### src/rtl/switch_pkg.sv
// Shared switch types: flit width, port count and idle word.
// Used by the crossbar, its ingress stage and the egress stage.
package switch_pkg;

   localparam int FLIT_W    = 15;
   localparam int NUM_PORTS = 4;

   typedef logic [FLIT_W-1:0] flit_t;

   localparam flit_t IDLE_FLIT = '0;

   function automatic logic is_idle(
      input flit_t f
   );
      return f == IDLE_FLIT;
   endfunction

endpackage

### src/rtl/switch_egress_fifo.sv
// One egress channel: FIFO storage, pointers, occupancy flags and
// optional saturating drop counter (SWITCH_EGRESS_DROP_CNT_EN).
module switch_egress_fifo
   import switch_pkg::*;
#(
   parameter int DEPTH     = 8,
   parameter int AF_MARGIN = 2
) (
   input  logic       clk,
   input  logic       rst,
   input  logic       sw_ready,
   input  flit_t      in_flit,
   output logic       out_valid,
   output flit_t      out_data,
   input  logic       out_ready,
   output logic       almost_full,
`ifdef SWITCH_EGRESS_DROP_CNT_EN
   output logic       full,
   output logic [7:0] drop_cnt
`else
   output logic       full
`endif
);

   localparam int AW = $clog2(DEPTH);
   localparam int CW = AW + 1;

   localparam logic [CW-1:0] DEPTH_C = CW'(DEPTH);
   localparam logic [CW-1:0] AF_C    = CW'(DEPTH - AF_MARGIN);
   localparam logic [CW-1:0] ONE_C   = CW'(1);

   flit_t mem [DEPTH];

   logic [AW-1:0] rd_ptr;
   logic [AW-1:0] wr_ptr;
   logic [AW-1:0] rd_ptr_nx;
   logic [AW-1:0] wr_ptr_nx;
   logic [CW-1:0] count;
   logic [CW-1:0] count_nx;
   flit_t         head_nx;

   logic push;
   logic pop;
   logic is_full;
   logic wr_en;
   logic drop;

   assign push    = sw_ready && !is_idle(in_flit);
   assign pop     = out_valid && out_ready;
   assign is_full = (count == DEPTH_C);

   // A pop frees the slot the push would otherwise be refused for.
   assign wr_en = push && (!is_full || pop);
   assign drop  = push && is_full && !pop;

   always_comb begin
      count_nx  = count;
      rd_ptr_nx = rd_ptr;
      wr_ptr_nx = wr_ptr;
      if (wr_en && !pop) begin
         count_nx = count + ONE_C;
      end else if (pop && !wr_en) begin
         count_nx = count - ONE_C;
      end
      if (pop) begin
         rd_ptr_nx = rd_ptr + AW'(1);
      end
      if (wr_en) begin
         wr_ptr_nx = wr_ptr + AW'(1);
      end
   end

   // Head register: the incoming word becomes head when it is
   // the only entry after this edge; otherwise follow rd_ptr.
   always_comb begin
      head_nx = out_data;
      if (wr_en && count_nx == ONE_C) begin
         head_nx = in_flit;
      end else if (pop && count_nx != '0) begin
         head_nx = mem[rd_ptr_nx];
      end
   end

   always_ff @(posedge clk) begin
      if (wr_en) begin
         mem[wr_ptr] <= in_flit;
      end
   end

   always_ff @(posedge clk or posedge rst) begin
      if (rst) begin
         rd_ptr      <= '0;
         wr_ptr      <= '0;
         count       <= '0;
         out_valid   <= 1'b0;
         out_data    <= IDLE_FLIT;
         almost_full <= 1'b0;
         full        <= 1'b0;
      end else begin
         rd_ptr      <= rd_ptr_nx;
         wr_ptr      <= wr_ptr_nx;
         count       <= count_nx;
         out_valid   <= (count_nx != '0);
         out_data    <= head_nx;
         almost_full <= (count_nx >= AF_C);
         full        <= (count_nx == DEPTH_C);
      end
   end

`ifdef SWITCH_EGRESS_DROP_CNT_EN
   always_ff @(posedge clk or posedge rst) begin
      if (rst) begin
         drop_cnt <= '0;
      end else if (drop && drop_cnt != 8'hFF) begin
         drop_cnt <= drop_cnt + 8'd1;
      end
   end
`else
   logic unused_drop;
   assign unused_drop = drop;
`endif

endmodule

### src/rtl/switch_egress.sv
// Egress buffering behind the 4x4 crossbar: one FIFO per output port.
// Drop counters present only with SWITCH_EGRESS_DROP_CNT_EN.
module switch_egress
   import switch_pkg::*;
#(
   parameter int DEPTH     = 8,
   parameter int AF_MARGIN = 2
) (
   input  logic        clk,
   input  logic        rst,
   input  logic        sw_ready,
   input  logic [14:0] oport0,
   input  logic [14:0] oport1,
   input  logic [14:0] oport2,
   input  logic [14:0] oport3,
   output logic [3:0]  out_valid,
   output logic [14:0] out_data0,
   output logic [14:0] out_data1,
   output logic [14:0] out_data2,
   output logic [14:0] out_data3,
   input  logic [3:0]  out_ready,
   output logic [3:0]  almost_full,
`ifdef SWITCH_EGRESS_DROP_CNT_EN
   output logic [3:0]  full,
   output logic [7:0]  drop_cnt0,
   output logic [7:0]  drop_cnt1,
   output logic [7:0]  drop_cnt2,
   output logic [7:0]  drop_cnt3
`else
   output logic [3:0]  full
`endif
);

   flit_t in_w  [NUM_PORTS];
   flit_t out_w [NUM_PORTS];

   assign in_w[0] = oport0;
   assign in_w[1] = oport1;
   assign in_w[2] = oport2;
   assign in_w[3] = oport3;

   assign out_data0 = out_w[0];
   assign out_data1 = out_w[1];
   assign out_data2 = out_w[2];
   assign out_data3 = out_w[3];

`ifdef SWITCH_EGRESS_DROP_CNT_EN
   logic [7:0] dc_w [NUM_PORTS];

   assign drop_cnt0 = dc_w[0];
   assign drop_cnt1 = dc_w[1];
   assign drop_cnt2 = dc_w[2];
   assign drop_cnt3 = dc_w[3];
`endif

   for (genvar n = 0; n < NUM_PORTS; n++) begin : g_port
      switch_egress_fifo #(
         .DEPTH     (DEPTH),
         .AF_MARGIN (AF_MARGIN)
      ) u_fifo (
         .clk         (clk),
         .rst         (rst),
         .sw_ready    (sw_ready),
         .in_flit     (in_w[n]),
         .out_valid   (out_valid[n]),
         .out_data    (out_w[n]),
         .out_ready   (out_ready[n]),
         .almost_full (almost_full[n]),
`ifdef SWITCH_EGRESS_DROP_CNT_EN
         .full        (full[n]),
         .drop_cnt    (dc_w[n])
`else
         .full        (full[n])
`endif
      );
   end

endmodule

### config.mk
export PLATFORM = sky130hd
export DESIGN_NAME = switch_egress
export DESIGN_NICKNAME = d
export VERILOG_FILES = /design/src/rtl/switch_pkg.sv /design/src/rtl/switch_egress_fifo.sv /design/src/rtl/switch_egress.sv
export SDC_FILE = /design/constraint.sdc
export NUM_CORES = 1
export LEC_CHECK = 0
export ABC_CLOCK_PERIOD_IN_PS = 4780
export BUFFER_PORTS_ARGS = -buffer_cell sky130_fd_sc_hd__buf_2
export CORE_ASPECT_RATIO = 2
export CORE_MARGIN = 5
export CORE_UTILIZATION = 35
export DETAILED_ROUTE_END_ITERATION = 7
export REMOVE_ABC_BUFFERS = 1
export SLEW_MARGIN = 5
export SYNTH_ARGS = -nofsm -noshare
export SYNTH_HDL_FRONTEND = slang
export SYNTH_SLANG_ARGS = --single-unit
### constraint.sdc
create_clock -name clk -period 4.78 [get_ports clk]
set_input_delay 1.195 -clock clk [delete_from_list [all_inputs] [get_ports clk]]
set_output_delay 1.195 -clock clk [all_outputs]
set_load 0.02 [all_outputs]
# After elaboration in Yosys (flattened, before gate mapping)
# Memory sizes are Yosys's and may differ from the RTL's.
# Cells that the tools add are included.
# word_totals
ff_bits	112
latch_bits	0
mem_bits_rw	480
rom_bits	0
in_bits	67
out_inout_bits	72
wordCells	152
memories	4
# memory_table
memory	depth	word_bits	rd	rd_ports_with_merged_regs	write_ports	line	source
g_port[0].u_fifo.mem	8	15	1	0	1	switch_egress_fifo.sv:32	flit_t mem [DEPTH];
g_port[1].u_fifo.mem	8	15	1	0	1	switch_egress_fifo.sv:32	
g_port[2].u_fifo.mem	8	15	1	0	1	switch_egress_fifo.sv:32	
g_port[3].u_fifo.mem	8	15	1	0	1	switch_egress_fifo.sv:32	
# op_classes
add_sub_neg	16
n_mul	0
div	0
order_cmp	4
n_eq_ne	12
shift	0
muxes	28
n_bitwise	0
n_reduce_logical	60
# op_table
operator	n
$mux W15	8
$logic_not A15 Y1	4
$eq A4 B4 Y1 const B	8
$mux W4	8
$logic_and A1 B1 Y1	28
$add A3 B1 Y3 const B	8
$add A4 B1 Y4 const B	4
$eq A4 B1 Y1 const B	4
$ge A4 B3 Y1 const B	4
$logic_not A1 Y1	16
$reduce_bool A4 Y1	4
$sub A4 B1 Y4 const B	4
$mux W3	4
$mux W1	8
$reduce_bool A2 Y1	4
$logic_or A1 B1 Y1	4

# Logic depth before layout (Yosys ltp)
# Gate-level depths: netlist of the first run.
# logic_depth
depth_word	12
depth_mapped	10
mapped_depth_nobuf	9

# Cells and area by module
# A second synthesis of the first run with hierarchy kept.
# hier_totals
hier_cells	1745
hier_area_um2	25391.9
# modules_own_cells
module	n_inst	cells_per_inst	area_each_um2
switch_egress_fifo at g_port[2].u_fifo ...	2	460	6526.3
switch_egress_fifo at g_port[1].u_fifo	1	498	6239.7
switch_egress_fifo at g_port[0].u_fifo	1	327	6099.6

# Worst setup path before layout of the first run
# OpenSTA, ideal clock, no wires.
# synth_path
kind	input -> register
start	input port oport1[9]
end	memory g_port[1].u_fifo.mem[1][0] (netlist bit), enable pin
setup_time_ps	406
t_arrival_ps	3644
path_slack_ps	730
path_stages	6
path_buffers	1
path_cell_list	nor4_1 -> a41oi_1 -> clkbuf_1 -> a21boi_0 -> nand2_1 -> nor3_1
# synth_via
elab_chain_len	6
# synth_rtl
item	line	source
start, declared	switch_egress.sv:13	input logic [14:0] oport1,
$logic_not A15 Y1	switch_pkg.sv:15	return f == IDLE_FLIT;
$logic_not A1 Y1	switch_egress_fifo.sv:48	assign push = sw_ready && !is_idle(in_flit);
$logic_and A1 B1 Y1	switch_egress_fifo.sv:48	
$logic_and A1 B1 Y1	switch_egress_fifo.sv:53	assign wr_en = push && (!is_full || pop);
$mux W1	switch_egress_fifo.sv:85	if (wr_en) begin
$mux W1 (implied by the code)	switch_egress_fifo.sv:86	mem[wr_ptr] <= in_flit;
end, declared	switch_egress_fifo.sv:32	
# No other way between the ends.

# Final worst setup path of the first run
# layout_path
start	input port oport0[1]
end	register g_port[0].u_fifo.out_data[9]
# layout_via
elab_chain_len	11
elab_cells_between_ends	15
# layout_rtl
item	line	source
start, declared	switch_egress.sv:12	input logic [14:0] oport0,
$logic_not A15 Y1 (*)	switch_pkg.sv:15	
$logic_not A1 Y1 (*)	switch_egress_fifo.sv:48	
$logic_and A1 B1 Y1 (*)	switch_egress_fifo.sv:48	
$logic_and A1 B1 Y1 (*)	switch_egress_fifo.sv:53	
$logic_not A1 Y1	switch_egress_fifo.sv:62	end else if (pop && !wr_en) begin
$logic_and A1 B1 Y1	switch_egress_fifo.sv:62	
$mux W4	switch_egress_fifo.sv:62	
$mux W4	switch_egress_fifo.sv:60	if (wr_en && !pop) begin
$eq A4 B1 Y1 / $reduce_bool A4 Y1 (equally long branches)	switch_egress_fifo.sv:77, switch_egress_fifo.sv:79	
$logic_and A1 B1 Y1, on equally long branches	switch_egress_fifo.sv:77, switch_egress_fifo.sv:79	
$mux W15 / $reduce_bool A2 Y1 (equally long branches)	n/a	
end signal, assigned	switch_egress_fifo.sv:104	out_data <= head_nx;
end, declared	switch_egress_fifo.sv:14	output flit_t out_data,
# Mark *: on every way between the ends. The rest lies on a longest branch, timed or not.
# A chain may end at the register's enable or synchronous reset.

==> impl_metrics.json, run 1 <==
{
  "crit_type": "input port to flip-flop",
  "vdd_drop_max_uv": 429,
  "grt_pass1_wl_um": 85000,
  "synth_top_cell_area_share_pct": 59.2,
  "comb_power_share_pct": 38.6,
  "dr.pass1.iters": 5,
  "vias": 12800,
  "cts_tree": "yes",
  "rsz0062_at_grt": "false",
  "post-route-util_pct": 41.0,
  "seqCellArea_mm2": 0.0172,
  "powerDensity_mw_per_mm2": 669,
  "dp_cells": 2382,
  "p_int_uw": 12600,
  "multi_input_area_mm2": 0.00688,
  "cap_violations": 0,
  "post_synth.cell_area_avg_um2": 17.9,
  "initial_core_util_pct": 35.3,
  "drcViolationCount": 0,
  "cts_root_buffer": "clkbuf_16",
  "setup_violations": 0,
  "die_y_um": 383,
  "power_frac_clock_pct": 23.0,
  "cts_buffers": 52,
  "vias_per_cell": 5.14,
  "syn_to_final_growth_pct": 16.0,
  "final_hold_viol_count": 0,
  "sequentialPowerShare_pct": 38.4,
  "grt_pass1_vias": 14000,
  "p_leak_uw": 0.00987,
  "clk_pin_slew_ns": 0.07,
  "grt-ovfl-total": 0,
  "required_ns": 5.25,
  "gr-usage-all-layers_pct": 14.7,
  "tightest_slew_ns": 0.957,
  "postRouteAntennaNets": 0,
  "clock_latency_ns": 0.59,
  "htreeDepth": 2,
  "clock_skew_ns": 0.0163,
  "clock_sink_count": 592,
  "synth_seq_cells": 592,
  "cts_hold_buffers": 0,
  "cts_resized": 0,
  "antenna_found_initial": 7,
  "cp_max_fo": 15,
  "synthArstFlopShare_pct": 18.9,
  "core_area_mm2": 0.0689,
  "synthCells": 1364,
  "period_needed_ns": 3.93,
  "drv_slew": 0,
  "hold_ws_ns": 0.516,
  "nFillCells": 6196,
  "synth_area_leaders": "edfxtp_1, dfrtp_1, mux4_2",
  "switching_power_uw": 6260,
  "die_w_um": 197,
  "yosysWarnings": 0,
  "post_cts_buffers": 0,
  "synth_edf_count": 480,
  "synth_top_area_cell": "edfxtp_1",
  "grt_max_degree": 86,
  "place_hpwl_um": 35400,
  "synth_seq_area_share_pct": 70.7,
  "layout.nets": 1622,
  "slew-limit-headroom_pct": 36.2,
  "arrival_ns": 4.40,
  "fin_crit_sh_pct": 82.3,
  "die_area_mm2": 0.0753,
  "clk_path_buf_depth": 3,
  "routed_wl_um": 55200,
  "fin_tns_setup_ns": 0,
  "status": "finished clean",
  "layout.cells.non_filler": 2482,
  "max_freq_mhz": 254,
  "hold_path.class": "flip-flop to flip-flop",
  "netlist_area_mm2": 0.0244,
  "yosysUniqueCellTypes": 56,
  "place_congestion": 0.750,
  "rows": 136,
  "p_sw_share_pct": 33.1,
  "drive_gt1_share_pct": 31.9,
  "port_buffers": 138,
  "routedWlPerCell_um": 22.2,
  "drtIter0Drc": 680,
  "synth_top_flop_cell": "edfxtp_1",
  "start_kind": "input port",
  "ios": 139,
  "endpoint_kind": "flip-flop"
}
flip-flops by register name, summed over array words and instances, names as in the netlist:
name                       flops
g_port.u_fifo.mem            480
g_port.u_fifo.out_data        60
g_port.u_fifo.count           16
g_port.u_fifo.rd_ptr          12
g_port.u_fifo.wr_ptr          12
g_port.u_fifo.almost_full      4
g_port.u_fifo.full             4
g_port.u_fifo.out_valid        4
placed cells by master, fill, tap and decap left out, types with 10 or more instances in the layout:
cell type and n:
clkbuf_1 16, edfxtp_1 480, dfrtp_1 112, mux4_2 120
clkbuf_16 53, buf_2 138, nand2_1 38, nand2b_1 15
buf_4 55, nor2_2 13, and3_1 51, nor3b_1 47
mux2_2 38, o21ai_0 12, nor3_2 18, inv_1 28
nor2_1 68, ha_1 16, nand3_1 13, nor3_1 45
mux2_4 10, mux2i_1 51
metrics by stage:
stage | total power [uW] | cell area, um2 | worst slack (ns)
after floorplan | 12600 | 24000 | -0.995
after global placement | 14700 | 26500 | 0.347
after detailed placement | 14900 | 26500 | 0.257
after CTS | 19300 | 28300 | 0.892
after global routing | 20000 | 28300 | 0.722
final | 18900 | 28300 | 0.846
cells by family after synthesis:
family / count (synthesis) / synth area share, %
flip-flops: 592 / 70.7
adder cells (fa/ha/maj): 16 / 0.822
multiplexers: 228 / 16.0
AND/OR/NAND/NOR: 352 / 8.11
XOR/XNOR: 21 / 0.755
AO/OA/AOI/OAI: 48 / 1.71
buffers and inverters: 107 / 1.96
routing by layer:
layer / vias to the layer above / part of all wire (%) / track usage [%]
met5: - / 0.087 / 0
met4: 8 / 2.6 / 4.54
met3: 81 / 5.4 / 3.24
met2: 291 / 54 / 27.3
met1: 6651 / 38 / 16.6
li1: 5719 / - / -
synth_stat cells (4+ instances only):
| cell | number |
|---|---|
| edfxtp_1 | 480 |
| mux4_2 | 120 |
| dfrtp_1 | 112 |
| nor2_1 | 80 |
| mux2i_1 | 55 |
| nor3_1 | 53 |
| and3_1 | 51 |
| nor3b_1 | 47 |
| clkbuf_1 | 44 |
| mux2_2 | 38 |
| nand2_1 | 38 |
| inv_1 | 29 |
| ha_1 | 16 |
| nand2b_1 | 15 |
| nor3_2 | 14 |
| buf_4 | 13 |
| nand3_1 | 13 |
| xnor2_1 | 13 |
| o21ai_0 | 12 |
| buf_1 | 11 |
| mux2_4 | 10 |
| nor4_1 | 9 |
| or4_1 | 8 |
| xor2_1 | 8 |
| nand4_1 | 7 |
| mux2_1 | 5 |
| o211ai_1 | 5 |
| and2_1 | 4 |
| buf_2 | 4 |
| nand4b_1 | 4 |
final timing paths:
path	endpoint	depth (start not counted)	from	slack, ns
max reg2reg	g_port[0].u_fifo.out_data[9]$_DFFE_PP0P_	10	g_port[0].u_fifo.count[0]$_DFF_PP0_	1.83
min	g_port[0].u_fifo.wr_ptr[0]$_DFFE_PP0P_	1	g_port[0].u_fifo.wr_ptr[0]$_DFFE_PP0P_	0.52
max in group asynchronous	g_port[2].u_fifo.wr_ptr[0]$_DFFE_PP0P_	3	rst	2.96
min in group asynchronous	g_port[1].u_fifo.out_data[9]$_DFFE_PP0P_	2	rst	0.83
min reg2reg	g_port[0].u_fifo.wr_ptr[0]$_DFFE_PP0P_	1	g_port[0].u_fifo.wr_ptr[0]$_DFFE_PP0P_	0.52
max	g_port[0].u_fifo.out_data[9]$_DFFE_PP0P_	9	oport0[1]	0.85
power groups by stage:
stage,Combinational [uW],Sequential [uW],Clock [uW]
6_report,7300,7260,4350
5_1_grt,7960,7380,4670
4_1_cts,7510,7280,4490
3_5_place_dp,7490,7390,0
3_3_place_gp,7370,7330,0
2_1_floorplan,5030,7560,0
worst max-delay path, stage by stage:
cell and delay, ns:
buf_2 0.16, or4_1 0.63, o41ai_1 0.74, and3_1 0.32, o211ai_4 0.13, a41oi_4 0.22, buf_4 0.37, mux2_1 0.36
mux2_2 0.26
cell type report:
| type | count | share of cell area (%) |
|---|---|---|
| flip-flops and latches | 592 | 60.9 |
| multi-input cells | 665 | 24.3 |
| clock buffers | 74 | 5.15 |
| repair buffers | 196 | 4.12 |
| well taps | 897 | 3.97 |
| clock inverters | 24 | 1.05 |
| inverters | 32 | 0.443 |
| diodes | 2 | 0.0177 |
Note: power is estimated with default switching activity, not from simulation.
==> run 2: changes to the inputs <==
--- a/config.mk
+++ b/config.mk
@@ -5,7 +5,7 @@
 export SDC_FILE = /design/constraint.sdc
 export NUM_CORES = 1
 export LEC_CHECK = 0
-export ABC_CLOCK_PERIOD_IN_PS = 4780
+export ABC_CLOCK_PERIOD_IN_PS = 3300
 export BUFFER_PORTS_ARGS = -buffer_cell sky130_fd_sc_hd__buf_2
 export CORE_ASPECT_RATIO = 2
 export CORE_MARGIN = 5
==> constraint.sdc (replaced) <==
create_clock -name clk -period 3.3 [get_ports clk]
set_input_delay 0.825 -clock clk [delete_from_list [all_inputs] [get_ports clk]]
set_output_delay 0.825 -clock clk [all_outputs]
set_load 0.02 [all_outputs]
==> run 2 against run 1 <==
Hold slack got worse by 0.24 ns. Setup slack got worse by 0.66 ns. Largest power group unchanged. Clock-buffer cell count did not move. Sequential power rose by 45%. Wire length rose by 3.4%. First-iteration DRC count fell by 1.8%. Power rose by 49%. Non-clock buffer count rose by 117. Clock power rose by 38%. Flip-flop and latch count did not move. Critical endpoint is now g_port[0].u_fifo.out_data[10]$_DFFE_PP0P_.
==> impl_metrics.json, run 2 (synthesis results as in run 1) <==
{
  "status": "finished clean",
  "ios": 139,
  "p_total_uw": 28100,
  "vias": 13200,
  "cp_max_fo": 15,
  "place_congestion": 0.782,
  "dpl_cell_area_mm2": 0.0279,
  "layout.cells.non_filler": 2599,
  "period_needed_ns": 3.12,
  "powerDensity_mw_per_mm2": 950,
  "layout.nets": 1739,
  "cts_tree": "yes",
  "reg2regPathDepth": 7,
  "multi_input_area_mm2": 0.00685,
  "hold_path.class": "input port to asynchronous set/reset pin",
  "dp_cells": 2499,
  "seqCellArea_mm2": 0.0172,
  "slew-limit-headroom_pct": 26.8,
  "gr-usage-all-layers_pct": 15.2,
  "port_buffers": 138,
  "vdd_drop_max_uv": 659,
  "clk_pin_slew_ns": 0.06,
  "die_w_um": 197,
  "cap_violations": 0,
  "final_hold_viol_count": 0,
  "drcViolationCount": 0,
  "postRouteAntennaNets": 0,
  "clock_latency_ns": 0.59,
  "crit_type": "input port to flip-flop",
  "drtIter0Drc": 668,
  "endpoint_kind": "flip-flop",
  "largest_register": "g_port.u_fifo.mem",
  "fin_tns_setup_ns": 0,
  "grt_max_degree": 51,
  "layout_common_cells": "edfxtp_1, buf_2, buf_4",
  "htreeDepth": 2,
  "place_hpwl_um": 37900,
  "cts_buffers": 52,
  "die_area_mm2": 0.0753,
  "clock_skew_ns": 0.0104,
  "start_kind": "input port",
  "initial_core_util_pct": 35.3,
  "fin_crit_sh_pct": 94.4,
  "required_ns": 3.77,
  "clock_sink_count": 592,
  "nFillCells": 6097,
  "cts_hold_buffers": 0,
  "grt_pass1_wl_um": 88000,
  "tightest_slew_ns": 1.09,
  "fin_area_mm2": 0.0296,
  "cts_resized": 0,
  "dr.pass1.iters": 5,
  "drv_slew": 0,
  "rsz0062_at_grt": "false",
  "routedWlPerCell_um": 22.0,
  "grt-ovfl-total": 0,
  "largest_reg_flops": 480,
  "clk_path_buf_depth": 3,
  "antenna_found_initial": 5,
  "arrival_ns": 3.58,
  "drive_gt1_share_pct": 35.9,
  "die_y_um": 383,
  "syn_to_final_growth_pct": 21.4,
  "p_leak_uw": 0.0106,
  "routed_wl_um": 57100,
  "post_cts_buffers": 0,
  "grt_pass1_vias": 14300,
  "core_area_mm2": 0.0689,
  "mostFrequentLayoutCell": "edfxtp_1",
  "vias_per_cell": 5.08,
  "rows": 136,
  "reg_top3": "g_port.u_fifo.mem x480, g_port.u_fifo.out_data x60, g_port.u_fifo.count x16",
  "cts_root_buffer": "clkbuf_16",
  "max_freq_mhz": 321,
  "setup_violations": 0
}
run 2: cell count changes in the layout (fill, tap and decap cells not counted), moves of 3 or more:
cell | previous run | this run
buf_12 | 3 | 46
clkinv_2 | 7 | 12
nor2_1 | 68 | 80
nor2_2 | 13 | 1
bufinv_16 | 6 | 3
buf_4 | 55 | 129
run 2: area by class of cell:
cell class | count | share of cell area (%)
timing repair buffer | 313 | 8.73
clock inverter | 24 | 0.736
antenna | 2 | 0.0169
tap | 897 | 3.80
sequential | 592 | 58.2
multi-input combinational | 665 | 23.2
inverter | 32 | 0.423
clock buffer | 74 | 4.89
run 2: routing by layer:
metal  vias to the layer above  part of all wire, %  routed length, um  GRT usage, %
met1                      6841                   36              20800          17.1
li1                       5968                    -                  -             -
met4                         4                  2.0               1140          3.91
met2                       312                   56              31800          28.9
met5                         -                0.040                 23             0
met3                        71                  5.8               3330          3.18
run 2: final timing paths:
kind | to | from | slack [ns]
worst max register to register | g_port[1].u_fifo.mem[0][14]$_DFFE_PP_ | g_port[1].u_fifo.count[0]$_DFF_PP0_ | 0.51
worst min register to register | g_port[1].u_fifo.wr_ptr[0]$_DFFE_PP0P_ | g_port[1].u_fifo.wr_ptr[0]$_DFFE_PP0P_ | 0.52
worst min-delay path | g_port[1].u_fifo.out_data[9]$_DFFE_PP0P_ | rst | 0.28
max in group asynchronous | g_port[1].u_fifo.out_data[14]$_DFFE_PP0P_ | rst | 2.26
worst max-delay path | g_port[0].u_fifo.out_data[10]$_DFFE_PP0P_ | oport0[2] | 0.18
min in group clk | g_port[3].u_fifo.mem[3][10]$_DFFE_PP_ | oport3[10] | 0.43
run 2: metrics by stage:
step,utilization (%),hold slack [ns],setup WS (ns)
after detailed placement,40.5,0.506,-0.428
after global routing,42.9,0.294,0.0227
after CTS,42.9,0.262,0.213
after floorplan,-,0.480,-2.10
final,42.9,0.280,0.183
after global placement,40.5,0.499,-0.341
run 2: where the power goes:
group	internal, uW	switching, uW	leakage [uW]	total (uW)
Clock	3310	2710	0.000814	6010
Sequential	9730	809	0.00563	10500
Combinational	5800	5740	0.00411	11500
run 2: critical path: stages:
cell and delay, ns:
buf_2 0.15, or4_1 0.63, o41a_1 0.52, mux2i_1 0.16, a22o_1 0.29, a41oi_4 0.18, buf_12 0.21, mux2_1 0.33
mux2_2 0.27
